--- config.mk ---
export PLATFORM = sky130hd
export DESIGN_NAME = jtkunio_romrsp
export DESIGN_NICKNAME = d
export VERILOG_FILES = /design/src/rtl/jtkunio_romrsp_pkg.sv /design/src/rtl/jtkunio_romrsp_slot.sv /design/src/rtl/jtkunio_romrsp.sv
export SDC_FILE = /design/constraint.sdc
export NUM_CORES = 1
export LEC_CHECK = 0
export CORE_UTILIZATION = 46
export CTS_CLUSTER_DIAMETER = 50
export DETAILED_ROUTE_END_ITERATION = 6
export MAX_ROUTING_LAYER = met4
export PLACE_DENSITY = 0.75
export RECOVER_POWER = 100
export SYNTH_ARGS = -nofsm -noshare
export SYNTH_HDL_FRONTEND = slang
export SYNTH_SLANG_ARGS = --single-unit
export TNS_END_PERCENT = 10
--- constraint.sdc ---
create_clock -name clk -period 15.13 [get_ports clk]
set_clock_uncertainty 0.1 [all_clocks]
set_input_delay 3.026 -clock clk [delete_from_list [all_inputs] [get_ports clk]]
set_output_delay 3.026 -clock clk [all_outputs]
set_load 0.01 [all_outputs]
--- src/rtl/jtkunio_romrsp_pkg.sv ---
// Shared types and widths for the graphics ROM response block.
package jtkunio_romrsp_pkg;

  localparam int unsigned AW_CHAR  = 14;
  localparam int unsigned AW_SCR   = 17;
  localparam int unsigned AW_OBJ   = 18;
  localparam int unsigned SDRAM_AW = 22;
  localparam int unsigned DW       = 32;

  typedef enum logic [1:0] {
    SLOT_CHAR = 2'd0,
    SLOT_SCR  = 2'd1,
    SLOT_OBJ  = 2'd2
  } slot_e;

  typedef enum logic [1:0] {
    IDLE     = 2'd0,
    WAIT_ACK = 2'd1,
    WAIT_RDY = 2'd2
  } state_e;

  // Round-robin successor: char -> scr -> obj -> char.
  function automatic slot_e slot_next(slot_e s);
    case (s)
      SLOT_CHAR: return SLOT_SCR;
      SLOT_SCR:  return SLOT_OBJ;
      default:   return SLOT_CHAR;
    endcase
  endfunction

endpackage

--- src/rtl/jtkunio_romrsp_slot.sv ---
// One-word cache for a single ROM client: tag, valid, data and the hit compare.
module jtkunio_romrsp_slot
  import jtkunio_romrsp_pkg::*;
#(
  parameter int unsigned AW = 14
) (
  input  logic          clk,
  input  logic          rst,
  input  logic          req_i,
  input  logic [AW-1:0] addr_i,
  input  logic          wr_i,
  input  logic [AW-1:0] wr_tag_i,
  input  logic [DW-1:0] wr_data_i,
  output logic [DW-1:0] data_o,
  output logic          ok_o,
  output logic          miss_o
);

  logic          valid_q;
  logic [AW-1:0] tag_q;
  logic [DW-1:0] data_q;

  // Cache line update: filled only when the fetch for this slot returns.
  always_ff @(posedge clk or posedge rst) begin
    if (rst) begin
      valid_q <= 1'b0;
      tag_q   <= '0;
      data_q  <= '0;
    end else if (wr_i) begin
      valid_q <= 1'b1;
      tag_q   <= wr_tag_i;
      data_q  <= wr_data_i;
    end
  end

  // Zero-latency hit test against the live address.
  always_comb begin
    ok_o   = req_i & valid_q & (tag_q == addr_i);
    miss_o = req_i & ~ok_o;
    data_o = data_q;
  end

endmodule

--- src/rtl/jtkunio_romrsp.sv ---
// Graphics ROM response: three cached slots sharing one SDRAM read port.
// Optional build macro JTKUNIO_ROMRSP_STATS_EN adds miss/latency statistics.
module jtkunio_romrsp
  import jtkunio_romrsp_pkg::*;
#(
  parameter logic [SDRAM_AW-1:0] CHAR_OFFSET = 22'h00_0000,
  parameter logic [SDRAM_AW-1:0] SCR_OFFSET  = 22'h00_4000,
  parameter logic [SDRAM_AW-1:0] OBJ_OFFSET  = 22'h02_4000
) (
  input  logic                clk,
  input  logic                rst,
`ifdef JTKUNIO_ROMRSP_STATS_EN
  input  logic [1:0]          st_sel_i,
  output logic [7:0]          st_dout_o,
`endif
  input  logic [AW_CHAR-1:0]  char_addr_i,
  output logic [DW-1:0]       char_data_o,
  output logic                char_ok_o,
  input  logic [AW_SCR-1:0]   scr_addr_i,
  output logic [DW-1:0]       scr_data_o,
  output logic                scr_ok_o,
  input  logic                obj_cs_i,
  input  logic [AW_OBJ-1:0]   obj_addr_i,
  output logic [DW-1:0]       obj_data_o,
  output logic                obj_ok_o,
  output logic [SDRAM_AW-1:0] sdram_addr_o,
  output logic                sdram_req_o,
  input  logic                sdram_ack_i,
  input  logic                sdram_rdy_i,
  input  logic [DW-1:0]       sdram_din_i
);

  state_e              state_q, state_d;
  slot_e               ptr_q, ptr_d;
  slot_e               cur_q, cur_d;
  slot_e               c0, c1, c2, pick;
  logic [AW_OBJ-1:0]   tag_q, tag_d;
  logic [SDRAM_AW-1:0] addr_q, addr_d;
  logic                req_q, req_d;
  logic                store;
  logic [2:0]          miss;
  logic [2:0]          wr;

  jtkunio_romrsp_slot #(.AW(AW_CHAR)) u_char (
    .clk      (clk),
    .rst      (rst),
    .req_i    (1'b1),
    .addr_i   (char_addr_i),
    .wr_i     (wr[SLOT_CHAR]),
    .wr_tag_i (tag_q[AW_CHAR-1:0]),
    .wr_data_i(sdram_din_i),
    .data_o   (char_data_o),
    .ok_o     (char_ok_o),
    .miss_o   (miss[SLOT_CHAR])
  );

  jtkunio_romrsp_slot #(.AW(AW_SCR)) u_scr (
    .clk      (clk),
    .rst      (rst),
    .req_i    (1'b1),
    .addr_i   (scr_addr_i),
    .wr_i     (wr[SLOT_SCR]),
    .wr_tag_i (tag_q[AW_SCR-1:0]),
    .wr_data_i(sdram_din_i),
    .data_o   (scr_data_o),
    .ok_o     (scr_ok_o),
    .miss_o   (miss[SLOT_SCR])
  );

  jtkunio_romrsp_slot #(.AW(AW_OBJ)) u_obj (
    .clk      (clk),
    .rst      (rst),
    .req_i    (obj_cs_i),
    .addr_i   (obj_addr_i),
    .wr_i     (wr[SLOT_OBJ]),
    .wr_tag_i (tag_q),
    .wr_data_i(sdram_din_i),
    .data_o   (obj_data_o),
    .ok_o     (obj_ok_o),
    .miss_o   (miss[SLOT_OBJ])
  );

  // Arbiter/FSM state registers.
  always_ff @(posedge clk or posedge rst) begin
    if (rst) begin
      state_q <= IDLE;
      ptr_q   <= SLOT_CHAR;
      cur_q   <= SLOT_CHAR;
      tag_q   <= '0;
      addr_q  <= '0;
      req_q   <= 1'b0;
    end else begin
      state_q <= state_d;
      ptr_q   <= ptr_d;
      cur_q   <= cur_d;
      tag_q   <= tag_d;
      addr_q  <= addr_d;
      req_q   <= req_d;
    end
  end

  // Round-robin pick, request launch and response handling.
  always_comb begin
    state_d = state_q;
    ptr_d   = ptr_q;
    cur_d   = cur_q;
    tag_d   = tag_q;
    addr_d  = addr_q;
    req_d   = req_q;
    store   = 1'b0;
    wr      = 3'b000;
    c0      = ptr_q;
    c1      = slot_next(c0);
    c2      = slot_next(c1);
    if (miss[c0])      pick = c0;
    else if (miss[c1]) pick = c1;
    else               pick = c2;

    unique case (state_q)
      IDLE: begin
        if (|miss) begin
          cur_d   = pick;
          req_d   = 1'b1;
          state_d = WAIT_ACK;
          // The tag is taken at launch so a later address change cannot alias the data.
          case (pick)
            SLOT_SCR: begin
              tag_d  = AW_OBJ'(scr_addr_i);
              addr_d = SCR_OFFSET + SDRAM_AW'(scr_addr_i);
            end
            SLOT_OBJ: begin
              tag_d  = obj_addr_i;
              addr_d = OBJ_OFFSET + SDRAM_AW'(obj_addr_i);
            end
            default: begin
              tag_d  = AW_OBJ'(char_addr_i);
              addr_d = CHAR_OFFSET + SDRAM_AW'(char_addr_i);
            end
          endcase
        end
      end
      WAIT_ACK: begin
        if (sdram_ack_i) begin
          req_d = 1'b0;
          if (sdram_rdy_i) store = 1'b1;
          else             state_d = WAIT_RDY;
        end
      end
      WAIT_RDY: begin
        if (sdram_rdy_i) store = 1'b1;
      end
      default: state_d = IDLE;
    endcase

    if (store) begin
      state_d    = IDLE;
      ptr_d      = slot_next(cur_q);
      wr[cur_q]  = 1'b1;
    end
  end

  assign sdram_addr_o = addr_q;
  assign sdram_req_o  = req_q;

`ifdef JTKUNIO_ROMRSP_STATS_EN
  logic [15:0] miss_cnt_q [3];
  logic [15:0] lat_cnt_q;
  logic [15:0] lat_last_q;
  logic [7:0]  st_dout_q;
  logic        launch;

  assign launch = (state_q == IDLE) && (state_d == WAIT_ACK);

  // Saturating miss counters, fetch latency capture and registered readout.
  always_ff @(posedge clk or posedge rst) begin
    if (rst) begin
      for (int i = 0; i < 3; i++) miss_cnt_q[i] <= '0;
      lat_cnt_q  <= '0;
      lat_last_q <= '0;
      st_dout_q  <= '0;
    end else begin
      if (launch && miss_cnt_q[cur_d] != 16'hFFFF) begin
        miss_cnt_q[cur_d] <= miss_cnt_q[cur_d] + 16'd1;
      end
      if (launch) begin
        lat_cnt_q <= 16'd1;
      end else if (state_q != IDLE && lat_cnt_q != 16'hFFFF) begin
        lat_cnt_q <= lat_cnt_q + 16'd1;
      end
      if (store) lat_last_q <= lat_cnt_q;
      case (st_sel_i)
        2'd0:    st_dout_q <= miss_cnt_q[0][15:8];
        2'd1:    st_dout_q <= miss_cnt_q[1][15:8];
        2'd2:    st_dout_q <= miss_cnt_q[2][15:8];
        default: st_dout_q <= lat_last_q[15:8];
      endcase
    end
  end

  assign st_dout_o = st_dout_q;
`endif

endmodule

==> run_results.csv <==
group,metric,value,unit
run_status,status,"finished with violations",
run_status,violations,"max-capacitance violations, max-slew violations",
global_route,grt_max_degree,101,
synthesis,synthCells,574,
synthesis,synth-adder-area-share,0.01095,
clock_network,cts_setup_buffers,0,
global_route,grt.total_usage,0.2429,
setup_path,cp_max_fo,100,
drt,dr_total_vias,5278,
global_route,grt_overflow_total,0,
drt,wl_per_cell,19.88,um
clock_network,numCtsBuffers,17,
pwr,p_leak,4.906,nW
synthesis,synth-xor-area-share,0.05693,
place,gp_congestion,0.8280,
pwr,vdd_ir_drop_max,0.09653,mV
job,maxCapViolCount,8,
place,dp_cells,966,
synthesis,yosysUniqueCellTypes,46,
synthesis,syn_area,0.008000,mm2
sta,min_period_over_period,0.6430,
final_layout,area_growth,32.64,%
sta,hold_violations,0,
setup_path,crit_type,"input port to asynchronous set/reset pin",
sta,fin_tns_setup,0,ns
drt,ant_nets,0,
synthesis,synth-edff-count,0,
final_layout,final_cell_count_no_fill,999,
final_layout,final_common_cell,"dfrtp_1",
final_layout,multiInputGateArea,0.003193,mm2
synthesis,ys_warn_count,0,
final_layout,final_cell_mix,"178 x dfrtp_1, 157 x mux2_2, 121 x dlygate4sd3_1",
synthesis,async_flop_share,1.000,
place,portBuffers,204,
setup_path,crit_arrival,9.19,ns
clock_network,h-tree-depth,4,
global_route,antenna_found_initial,1,
drt,viasPerCell,5.283,
sta,fmax,0.1028,GHz
setup_path,crit_slowest_cell,"clkbuf_1",
die,die_w,133.9,um
setup_path,cp-end-kind,"asynchronous set/reset pin",
sta,min_period,9.729,ns
place,pre_cts_slack,6.471,ns
sta,hold_slack,0.3698,ns
pwr,p_per_area,196.0,mW/mm2
drt,dr.pass1.iters,4,
clock_network,cts_root_buf,"clkbuf_16",
setup_path,critical_path.cell_chain,"dlygate4sd3_1, clkinvlp_2, clkbuf_1",
drt,drt_iter0_markers,191,
sta,report.final.slew_viol_count,355,
final_layout,register_area,0.004454,mm2
drt,drc_errors,0,
synthesis,synth_compound_area_frac,0.05052,
min_path,worstHoldPathType,"register to register",
sta,worst_pin_slew,4.374,ns
final_layout,fillers,1323,
place,placed_cell_area,0.01015,mm2
clock_network,cts_tree,"built",
synthesis,yosys_register_bits,178,
final_layout,layout-drive-gt1-share,0.2609,
die,rows,47,
setup_path,crit_required,14.59,ns
pwr,power.total,2.080,mW
clock_network,cts_hold_buf,0,
synthesis,synth_seq_area_share,0.5568,
clock_network,cts.sinks,178,
final_layout,final_core_util,0.6331,
die,initial_utilization,0.4773,
clock_network,clkTransAtPathRegs,0.07,ns
synthesis,synthSimpleGateAreaFrac,0.04254,
setup_path,slowest_delay,3.05,ns
synthesis,synth_top_family_by_area,"multiplexers",
sta,finalSetupViolations,0,
global_route,grt_pass1_vias,5941,
sta,setup_slack,5.401,ns
place,dp_hpwl,14.04,mm
clock_network,cts_resized,0,
clock_network,insertion_delay,0.42,ns
final_layout,fin_area,0.01061,mm2
setup_path,worstSetupStartpointType,"input port",
clock_network,cts_buffer_depth,2,
global_route,grt_pass1_wl,32.36,mm
die,core,0.01676,mm2
final_layout,nets,858,
die,die_h,133.9,um
sta,rsz0062_at_grt,"no",
die,ios,208,
synthesis,synth_flop_cell,"dfrtp_1",
synthesis,muxShareOfSynthArea,0.2455,
drt,routed_wl,19.86,mm
synthesis,syn_area_per_cell,13.94,um2
sta,maxSlewHeadroom,-1.932,
die,die-area,0.01792,mm2
cell families (layout without fill, tap and decap cells):
logic type	after synthesis	after routing
mux	169	169
other cells	1	4
flops	178	178
buf+inv	52	254
simple gates	59	59
compound gates	56	56
xor+xnor	52	52
fa+ha+maj	7	7
critical path: cells and delay by family:
family | cells | cell delay (ns)
buf+inv | 3 | 6.05
cells in the mapped netlist (2+ instances only):
library cell  instances  area (um2)
nor2_1                2       7.510
and4_1                2       17.52
ha_1                  7       87.58
inv_1                12       45.04
buf_6                 2       22.52
buf_2                13       65.06
nor4_2                2       25.02
a21oi_1               2       10.01
a31oi_1               2       12.51
o21ai_0              16       80.08
buf_4                17       127.6
mux2_4               17       255.2
mux2_2              150        1689
nor2b_1               2       12.51
or2_2                 5       31.28
nand4_1               2       12.51
a22oi_1              15       112.6
xnor2_1               8       70.07
nand3_1               5       25.02
xor2_1               44       385.4
a21o_1                5       37.54
clkbuf_1              8       30.03
a22o_1                4       35.03
nand2_1              20       75.07
nor4_1                9       56.30
dfrtp_1             178        4454
nor3_1                3       15.01
mux2i_1               2       20.02
nand2b_1              3       18.77
power breakdown:
part / total (mW) / leakage (nW) / switching (mW) / internal (mW)
sequential: 0.820 / 2.27 / 0.133 / 0.687
combinational: 0.835 / 2.37 / 0.361 / 0.473
clock: 0.426 / 0.272 / 0.185 / 0.241
total: 2.08 / 4.91 / 0.679 / 1.40
per-layer routing:
layer	up-vias	wire length (um)	global-route usage
met2	164	9866	0.3903
met1	2688	8489	0.3013
met4	0	307	0.08018
met5	-	0	-
met3	20	1194	0.05896
li1	2406	-	-
state kept, by name, indices dropped and copies added, names as in the netlist:
signal and flops:
sdram_addr_o 5, cur_q 2, sdram_req_o 1, u_char.tag_q 14, u_obj.data_o 32, u_char.data_o 32, u_obj.tag_q 18, u_char.valid_q 1
u_scr.valid_q 1, u_obj.valid_q 1, tag_q 18, u_scr.tag_q 17, u_scr.data_o 32, state_q 2, c0 2
worst paths after layout:
kind,start,end,slack (ns),cells after the start
min,u_scr.valid_q$_DFFE_PP0P_,u_scr.valid_q$_DFFE_PP0P_,0.37,1
min reg2reg,u_scr.valid_q$_DFFE_PP0P_,u_scr.valid_q$_DFFE_PP0P_,0.37,1
min in group asynchronous,rst,u_obj.data_o[22]$_DFFE_PP0P_,4.30,2
max reg2reg,state_q[1]$_DFFE_PP0P_,u_scr.data_o[16]$_DFFE_PP0P_,10.20,8
max in group clk,obj_addr_i[14],obj_ok_o,6.39,7
max,rst,u_char.data_o[11]$_DFFE_PP0P_,5.40,3
final cells by class:
class,count,share of cell area
antenna,1,0.0002358
clock buffer,21,0.04433
clock inverter,11,0.009905
inverter,12,0.004363
multi-input combinational,346,0.3009
sequential,178,0.4198
tap,220,0.02594
timing repair buffer,210,0.1946
(Power assumes the default switching activity.)
